===== src/rtl/mm_line_burst_reader.sv =====
// Memory-side line reader: splits one line request into fixed-length bursts on a
// pipelined read port and forwards the returned words as a pixel stream.
module mm_line_burst_reader #(
  parameter int LINE_WORDS = 160,
  parameter int BURST_LEN  = 32,
  parameter int ADDR_W     = 23
) (
  input  logic              xClk,
  input  logic              xReset,
  input  logic              xMemInitDone,
  output logic              xRamReady,
  input  logic              xGbReqRead,
  input  logic [ADDR_W-1:0] xGbAddress,
  output logic              xMemRead,
  output logic [ADDR_W-1:0] xMemAddr,
  output logic [7:0]        xMemBurstCnt,
  input  logic              xMemWaitReq,
  input  logic              xMemRdValid,
  input  logic [15:0]       xMemRdData,
  output logic              xStreamValid,
  output logic [15:0]       xStreamData,
  output logic              xWrBurstDone,
  output logic              xProtoErr
);

  typedef enum logic [1:0] {
    IDLE = 2'd0,
    CMD  = 2'd1,
    DATA = 2'd2,
    DONE = 2'd3
  } state_t;

  localparam logic [7:0] LINE_W8  = 8'(LINE_WORDS);
  localparam logic [7:0] BURST_W8 = 8'(BURST_LEN);

  function automatic logic [7:0] burst_words(input logic [7:0] rem);
    return (rem > BURST_W8) ? BURST_W8 : rem;
  endfunction

  state_t            state_r, state_n;
  logic [ADDR_W-1:0] addr_r, addr_n;
  logic [7:0]        cnt_r, cnt_n;
  logic              rd_r, rd_n;
  logic [7:0]        remaining_r, remaining_n;
  logic [7:0]        beats_r, beats_n;
  logic              sv_r, sv_n;
  logic [15:0]       sd_r, sd_n;
  logic              done_r, done_n;
  logic              err_r, err_n;
  logic              ready_r, ready_n;

  // Next-state and next-output logic; all outputs are registered from these values.
  always_comb begin
    state_n     = state_r;
    addr_n      = addr_r;
    cnt_n       = cnt_r;
    rd_n        = 1'b0;
    remaining_n = remaining_r;
    beats_n     = beats_r;
    sv_n        = 1'b0;
    sd_n        = sd_r;
    done_n      = 1'b0;
    err_n       = err_r | (xGbReqRead & (state_r != IDLE))
                        | (xMemRdValid & (state_r != DATA));
    case (state_r)
      IDLE: begin
        if (xGbReqRead & ready_r) begin
          addr_n      = xGbAddress;
          remaining_n = LINE_W8;
          cnt_n       = burst_words(LINE_W8);
          rd_n        = 1'b1;
          state_n     = CMD;
        end else begin
          state_n = IDLE;
        end
      end
      CMD: begin
        if (~xMemWaitReq) begin
          beats_n = cnt_r;
          state_n = DATA;
        end else begin
          rd_n = 1'b1;
        end
      end
      DATA: begin
        if (xMemRdValid) begin
          sv_n        = 1'b1;
          sd_n        = xMemRdData;
          beats_n     = beats_r - 8'd1;
          remaining_n = remaining_r - 8'd1;
          if (beats_r == 8'd1) begin
            // Address advances by the burst just completed, wrapping at the address width.
            if (remaining_r != 8'd1) begin
              addr_n  = addr_r + ADDR_W'({cnt_r, 1'b0});
              cnt_n   = burst_words(remaining_r - 8'd1);
              rd_n    = 1'b1;
              state_n = CMD;
            end else begin
              state_n = DONE;
            end
          end else begin
            state_n = DATA;
          end
        end else begin
          state_n = DATA;
        end
      end
      DONE: begin
        done_n  = 1'b1;
        state_n = IDLE;
      end
      default: begin
        state_n = IDLE;
      end
    endcase
    // Ready stays low through the done pulse and only rises once idle is settled.
    ready_n = (state_r == IDLE) & (state_n == IDLE) & xMemInitDone;
  end

  // State and output registers with synchronous reset.
  always_ff @(posedge xClk) begin
    if (xReset) begin
      state_r     <= IDLE;
      addr_r      <= '0;
      cnt_r       <= 8'd0;
      rd_r        <= 1'b0;
      remaining_r <= 8'd0;
      beats_r     <= 8'd0;
      sv_r        <= 1'b0;
      sd_r        <= 16'd0;
      done_r      <= 1'b0;
      err_r       <= 1'b0;
      ready_r     <= 1'b0;
    end else begin
      state_r     <= state_n;
      addr_r      <= addr_n;
      cnt_r       <= cnt_n;
      rd_r        <= rd_n;
      remaining_r <= remaining_n;
      beats_r     <= beats_n;
      sv_r        <= sv_n;
      sd_r        <= sd_n;
      done_r      <= done_n;
      err_r       <= err_n;
      ready_r     <= ready_n;
    end
  end

  assign xRamReady    = ready_r;
  assign xMemRead     = rd_r;
  assign xMemAddr     = addr_r;
  assign xMemBurstCnt = cnt_r;
  assign xStreamValid = sv_r;
  assign xStreamData  = sd_r;
  assign xWrBurstDone = done_r;
  assign xProtoErr    = err_r;

endmodule


===== config.mk =====
export PLATFORM = sky130hd
export DESIGN_NAME = mm_line_burst_reader
export DESIGN_NICKNAME = d
export VERILOG_FILES = /design/src/rtl/mm_line_burst_reader.sv
export SDC_FILE = /design/constraint.sdc
export NUM_CORES = 1
export LEC_CHECK = 0
export ABC_AREA = 1
export CAP_MARGIN = 20
export CORE_UTILIZATION = 46
export DETAILED_ROUTE_END_ITERATION = 10
export MAX_ROUTING_LAYER = met4
export PLACE_DENSITY_LB_ADDON = 0.25
export REMOVE_ABC_BUFFERS = 1
export SLEW_MARGIN = 20
export SYNTH_ARGS = -nofsm -noshare
export SYNTH_HDL_FRONTEND = slang
export SYNTH_SLANG_ARGS = --single-unit

===== constraint.sdc =====
create_clock -name xClk -period 2.7 [get_ports xClk]
set_clock_uncertainty 0.1 [all_clocks]
set_input_delay 0.81 -clock xClk [delete_from_list [all_inputs] [get_ports xClk]]
set_output_delay 0.81 -clock xClk [all_outputs]
set_load 0.1 [all_outputs]

; ---- Word level (Yosys, flattened, before mapping)
; Cells that the tools add are included.
[word_totals]
regBits = 70
out_inout_bits = 52
elab_cells = 75
[classes]
add_sub_neg = 3
magnitude_cmp = 1
n_eq_ne = 11
muxes = 31
bitwise_logic = 8
n_reduce_logical = 10
[op_table]
columns = cell, n
row1 = $mux W23, 4
row2 = $mux W8, 9
row3 = $pmux W8 S2, 3
row4 = $pmux W23 S2, 1
row5 = $add A23 B9 Y23, 1
row6 = $sub A8 B1 Y8 const B, 2
row7 = $ne A2 B2 Y1 const B, 6
row8 = $eq A8 B1 Y1 const B, 1
row9 = $gt A8 B6 Y1 const B, 1
row10 = $mux W1, 8
row11 = $mux W2, 4
row12 = $ne A8 B1 Y1 const B, 1
row13 = $pmux W2 S4, 1
row14 = $reduce_and A3 Y1, 2
row15 = $reduce_bool A2 Y1, 3
row16 = $and A1 B1 Y1, 5
row17 = $reduce_and A5 Y1, 1
row18 = $eq A2 B2 Y1 const B, 2
row19 = $logic_not A2 Y1, 2
row20 = $pmux W1 S3, 1
row21 = $eq A2 B1 Y1 const B, 1
row22 = $or A1 B1 Y1, 2
row23 = $reduce_and A2 Y1, 1
row24 = $reduce_or A2 Y1, 1
row25 = $not A1 Y1, 1

; ---- Logic depth before layout (Yosys ltp)
[logic_depth]
ltp_word = 8
mapped_depth = 12

; ---- Worst setup path before layout
; Ideal clock, no wire load.
[synth_path]
kind = register to register
from = register cnt_r[0], in the netlist xMemBurstCnt[0]
to = register addr_r[11], in the netlist xMemAddr[11]
setup_ns = 0.070
arrival_ns = 2.336
required_time_ns = 2.530
path_slack_ns = 0.194
path_stages_with_launch = 11
n_path_buf = 0
path_cell_list = dfxtp_1 -> ha_1 -> fa_1 -> nand2_1 -> nand3_1 -> nand2_1 -> o21ai_1 -> nand2_1 -> o21ai_0 -> nand2_1 -> a21oi_1
[synth_between]
elab_chain_len = 5
[synth_rtl]
columns = item, line_no
row1 = start: declaration, 42  ; logic [7:0] cnt_r, cnt_n;
row2 = start signal: assignment, 137  ; cnt_r <= cnt_n;
row3 = $add A23 B9 Y23, 94  ; addr_n = addr_r + ADDR_W'({cnt_r, 1'b0});
row4 = $mux W23, 93  ; if (remaining_r != 8'd1) begin
row5 = $mux W23, 91  ; if (beats_r == 8'd1) begin
row6 = $mux W23, 86  ; if (xMemRdValid) begin
row7 = $pmux W23 S2, 65  ; case (state_r)
row8 = end signal: assignment, 136  ; addr_r <= addr_n;
row9 = end: declaration, 41  ; logic [ADDR_W-1:0] addr_r, addr_n;
; Every way passes these cells. The select of a mux whose other input is x is not followed.
; A chain may end at the register's enable or synchronous reset.

; ---- Worst setup path after layout
[layout_path]
from = register cnt_r[0], in the netlist xMemBurstCnt[0]
to = register addr_r[19], in the netlist xMemAddr[19]
; Same word-level chain as after synthesis.

==> impl_metrics.ini <==
[status]
outcome = finished, final reports clean

[floorplan]
fp-row-count = 33
io_pins = 97
coreArea_um2 = 8382
dieArea_um2 = 9201
start_util = 0.4841
die_y_um = 95.92
fp.dieW_um = 95.92

[power_and_ir_drop]
ir_worst_vdd_mv = 0.3302
p_leak_nw = 2.164
p_int_mw = 1.574
p_sw_frac = 0.3477
p_clk_frac = 0.325
netSwitchingPower_mw = 0.8392
p_per_area_nw_per_um2 = 470.3
p_comb_frac = 0.216
p_total_mw = 2.413
seqPwrFrac = 0.459

[hold_path]
hold_path_class = reg2reg

[grt]
grt_pass1_wl_um = 17520
grt-ovfl-total = 0
antenna_found_initial = 0
grt_max_degree = 36
grt_pass1_vias = 3904
grtUsageTotal = 0.2490

[cts]
clk_latency_ps = 350
clk_pin_slew_worst_paths_ps = 90
htreeDepth = 3
postCtsSetupBuffers = 0
cts_root_buf = clkbuf_8
cts_tree = yes
post_cts_resized = 0
clk_path_buf_depth = 2
clock-sinks = 70
numCtsBuffers = 9
cts_hold_buf = 0

[yosys]
synth-seq-area-share = 0.3454
yosysWarnings = 0
synth_area_per_cell_um2 = 6.652
netlist_area_um2 = 4058
synthDistinctLibCells = 44
synth_ff_type = dfxtp_1
synthArstFlopShare = 0
ys_ff_latch = 70
synth_edf_count = 0
syn_inst = 610

[setup_path]
crit_path_max_fanout = 9
r2r-end = xMemAddr[19]
crit_path_frequent_cell = nand2_1
critPathTopFamily = simple AND/OR/NAND/NOR gates
setup.worst_path.class = reg2reg
path_cells = ha_1 -> fa_1 -> nand2_1 -> nand3_1 -> and2_1 -> nand2_1 -> nand2_2 -> nand3b_1 -> nand3_1 -> nand2_1 -> a21oi_1
cp_slowest_stage_delay_ps = 390
required_ps = 2830
cp_data_arrival_time_ps = 2310
slowest_stage = fa_1
r2r-start = xMemBurstCnt[0]
worstSetupStartpointType = flop
crit_path_end_kind = flop
critPathBufInv = 0
r2r_setup_slack_ps = 510
crit_path_start = xMemBurstCnt[0]
critPathCapture = xMemAddr[19]
worstRegToRegCells = 11
worst-path-stages = 11

[final_layout]
area_growth_pct = 26.46
nFillCells = 791
final_area_um2 = 5131
drive_gt1_frac = 0.1511
fin_util = 0.6122
layout_commonest_cell = nand2_1
nets = 762
final_cells = 813
diodes = 0
final_cell_mix = 168 x nand2_1, 75 x nor2_1, 70 x dfxtp_1, 63 x a21oi_1, 60 x buf_4

[timing]
finalCritPeriodShare = 0.8093
clock.fmax_ghz = 0.4576
hold_viol_final = 0
fin_setup_tns_ps = 0
setup_slack_ps = 514.8
worst_hold_slack_ps = 370.2
tightest_slew_ps = 502.2
layout_min_cycle_time_ps = 2185
finalSetupViolCount = 0
maxSlewViolCount = 0
rsz0062_at_grt = no
slew_headroom = 0.6647

[placed_design]
hpwl_um = 7783
dp_cells = 797
place_ws_ps = 194.7
gp_congestion = 0.9055
post_dp_cell_area_um2 = 4957
port_buffers = 96

[routing]
vias = 4197
drtIter0Drc = 242
ant_nets = 0
first_pass_iters = 4
wirelength_um = 10680
via_per_inst = 5.162
drc = 0
wl_per_cell_um = 13.14

[job]
drv_cap = 0
## state kept, by name, summed over array words and instances (netlist names)
register / flops
xWrBurstDone: 1
xMemRead: 1
remaining_r: 8
beats_r: 8
xRamReady: 1
state_r: 2
xMemAddr: 23
xStreamValid: 1
xProtoErr: 1
xStreamData: 16
xMemBurstCnt: 8
## worst min-delay path: cells and delay by family (launching register included)
| family | cells | cell delay (ps) |
|---|---|---|
| AO/OA/AOI/OAI | 1 | 50 |
| flip-flops | 1 | 320 |
| AND/OR/NAND/NOR | 1 | 60 |
## worst min path at each step
stage                          from               to  slack, ps  cells after the start
floorplan            remaining_r[6]   remaining_r[6]        340                      2
global placement        xMemAddr[0]      xMemAddr[0]        340                      2
detailed placement      xMemAddr[0]      xMemAddr[0]        350                      2
CTS                     xMemAddr[0]      xMemAddr[0]        370                      2
global route            xMemAddr[0]      xMemAddr[0]        400                      2
finish              xStreamData[13]  xStreamData[13]        370                      2
## cell type report
cell class                 count  area (um2)  share of cell area
clock buffer                  10       127.6             0.02487
clock inverter                 6       46.29            0.009022
inverter                      64       242.7             0.04731
multi-input combinational    454        2291              0.4465
sequential                    70        1401              0.2731
tap                          105       131.4             0.02560
timing repair buffer         104       890.9              0.1736
## power by group through the flow
stage          clock (mW)  combinational [mW]  sequential, mW
2_1_floorplan           0               0.177            1.30
3_3_place_gp            0               0.515            1.13
3_5_place_dp            0               0.520            1.13
4_1_cts             0.801               0.523            1.11
5_1_grt             0.839               0.563            1.11
6_report            0.783               0.522            1.11
## synthesized netlist by cell type, drive strengths merged, types with 2 or more instances
| cell type | count | area, um2 |
|---|---|---|
| nand2 | 175 | 689.4 |
| nor2 | 80 | 331.6 |
| a21oi | 70 | 384.1 |
| dfxtp | 70 | 1401 |
| inv | 64 | 242.7 |
| nand3 | 37 | 190.2 |
| o21ai | 35 | 175.2 |
| ha | 13 | 162.7 |
| buf | 11 | 81.32 |
| clkbuf | 11 | 41.29 |
| xor2 | 10 | 87.58 |
| nand4 | 6 | 43.79 |
| nand3b | 5 | 37.54 |
| a211oi | 3 | 22.52 |
| nor3 | 3 | 20.02 |
| a221oi | 2 | 17.52 |
| and2 | 2 | 12.51 |
| o221ai | 2 | 17.52 |
## layer usage
metal	routed length [um]	vias up	share of wire	track usage
li1	-	2154	-	-
met1	4852	1918	0.45	0.3213
met2	5114	119	0.48	0.4060
met3	645	6	0.060	0.04344
met4	71	0	0.0066	0.05846
met5	0	-	0	-
## cell families after synthesis
| family | after synthesis | share of synthesized area |
|---|---|---|
| AO/OA/AOI/OAI | 119 | 0.1662 |
| XOR/XNOR | 11 | 0.02374 |
| adder cells (fa/ha/maj) | 14 | 0.04502 |
| buffers and inverters | 86 | 0.09004 |
| flip-flops | 70 | 0.3454 |
| AND/OR/NAND/NOR | 310 | 0.3296 |
Power figures use the tool's default switching activity.
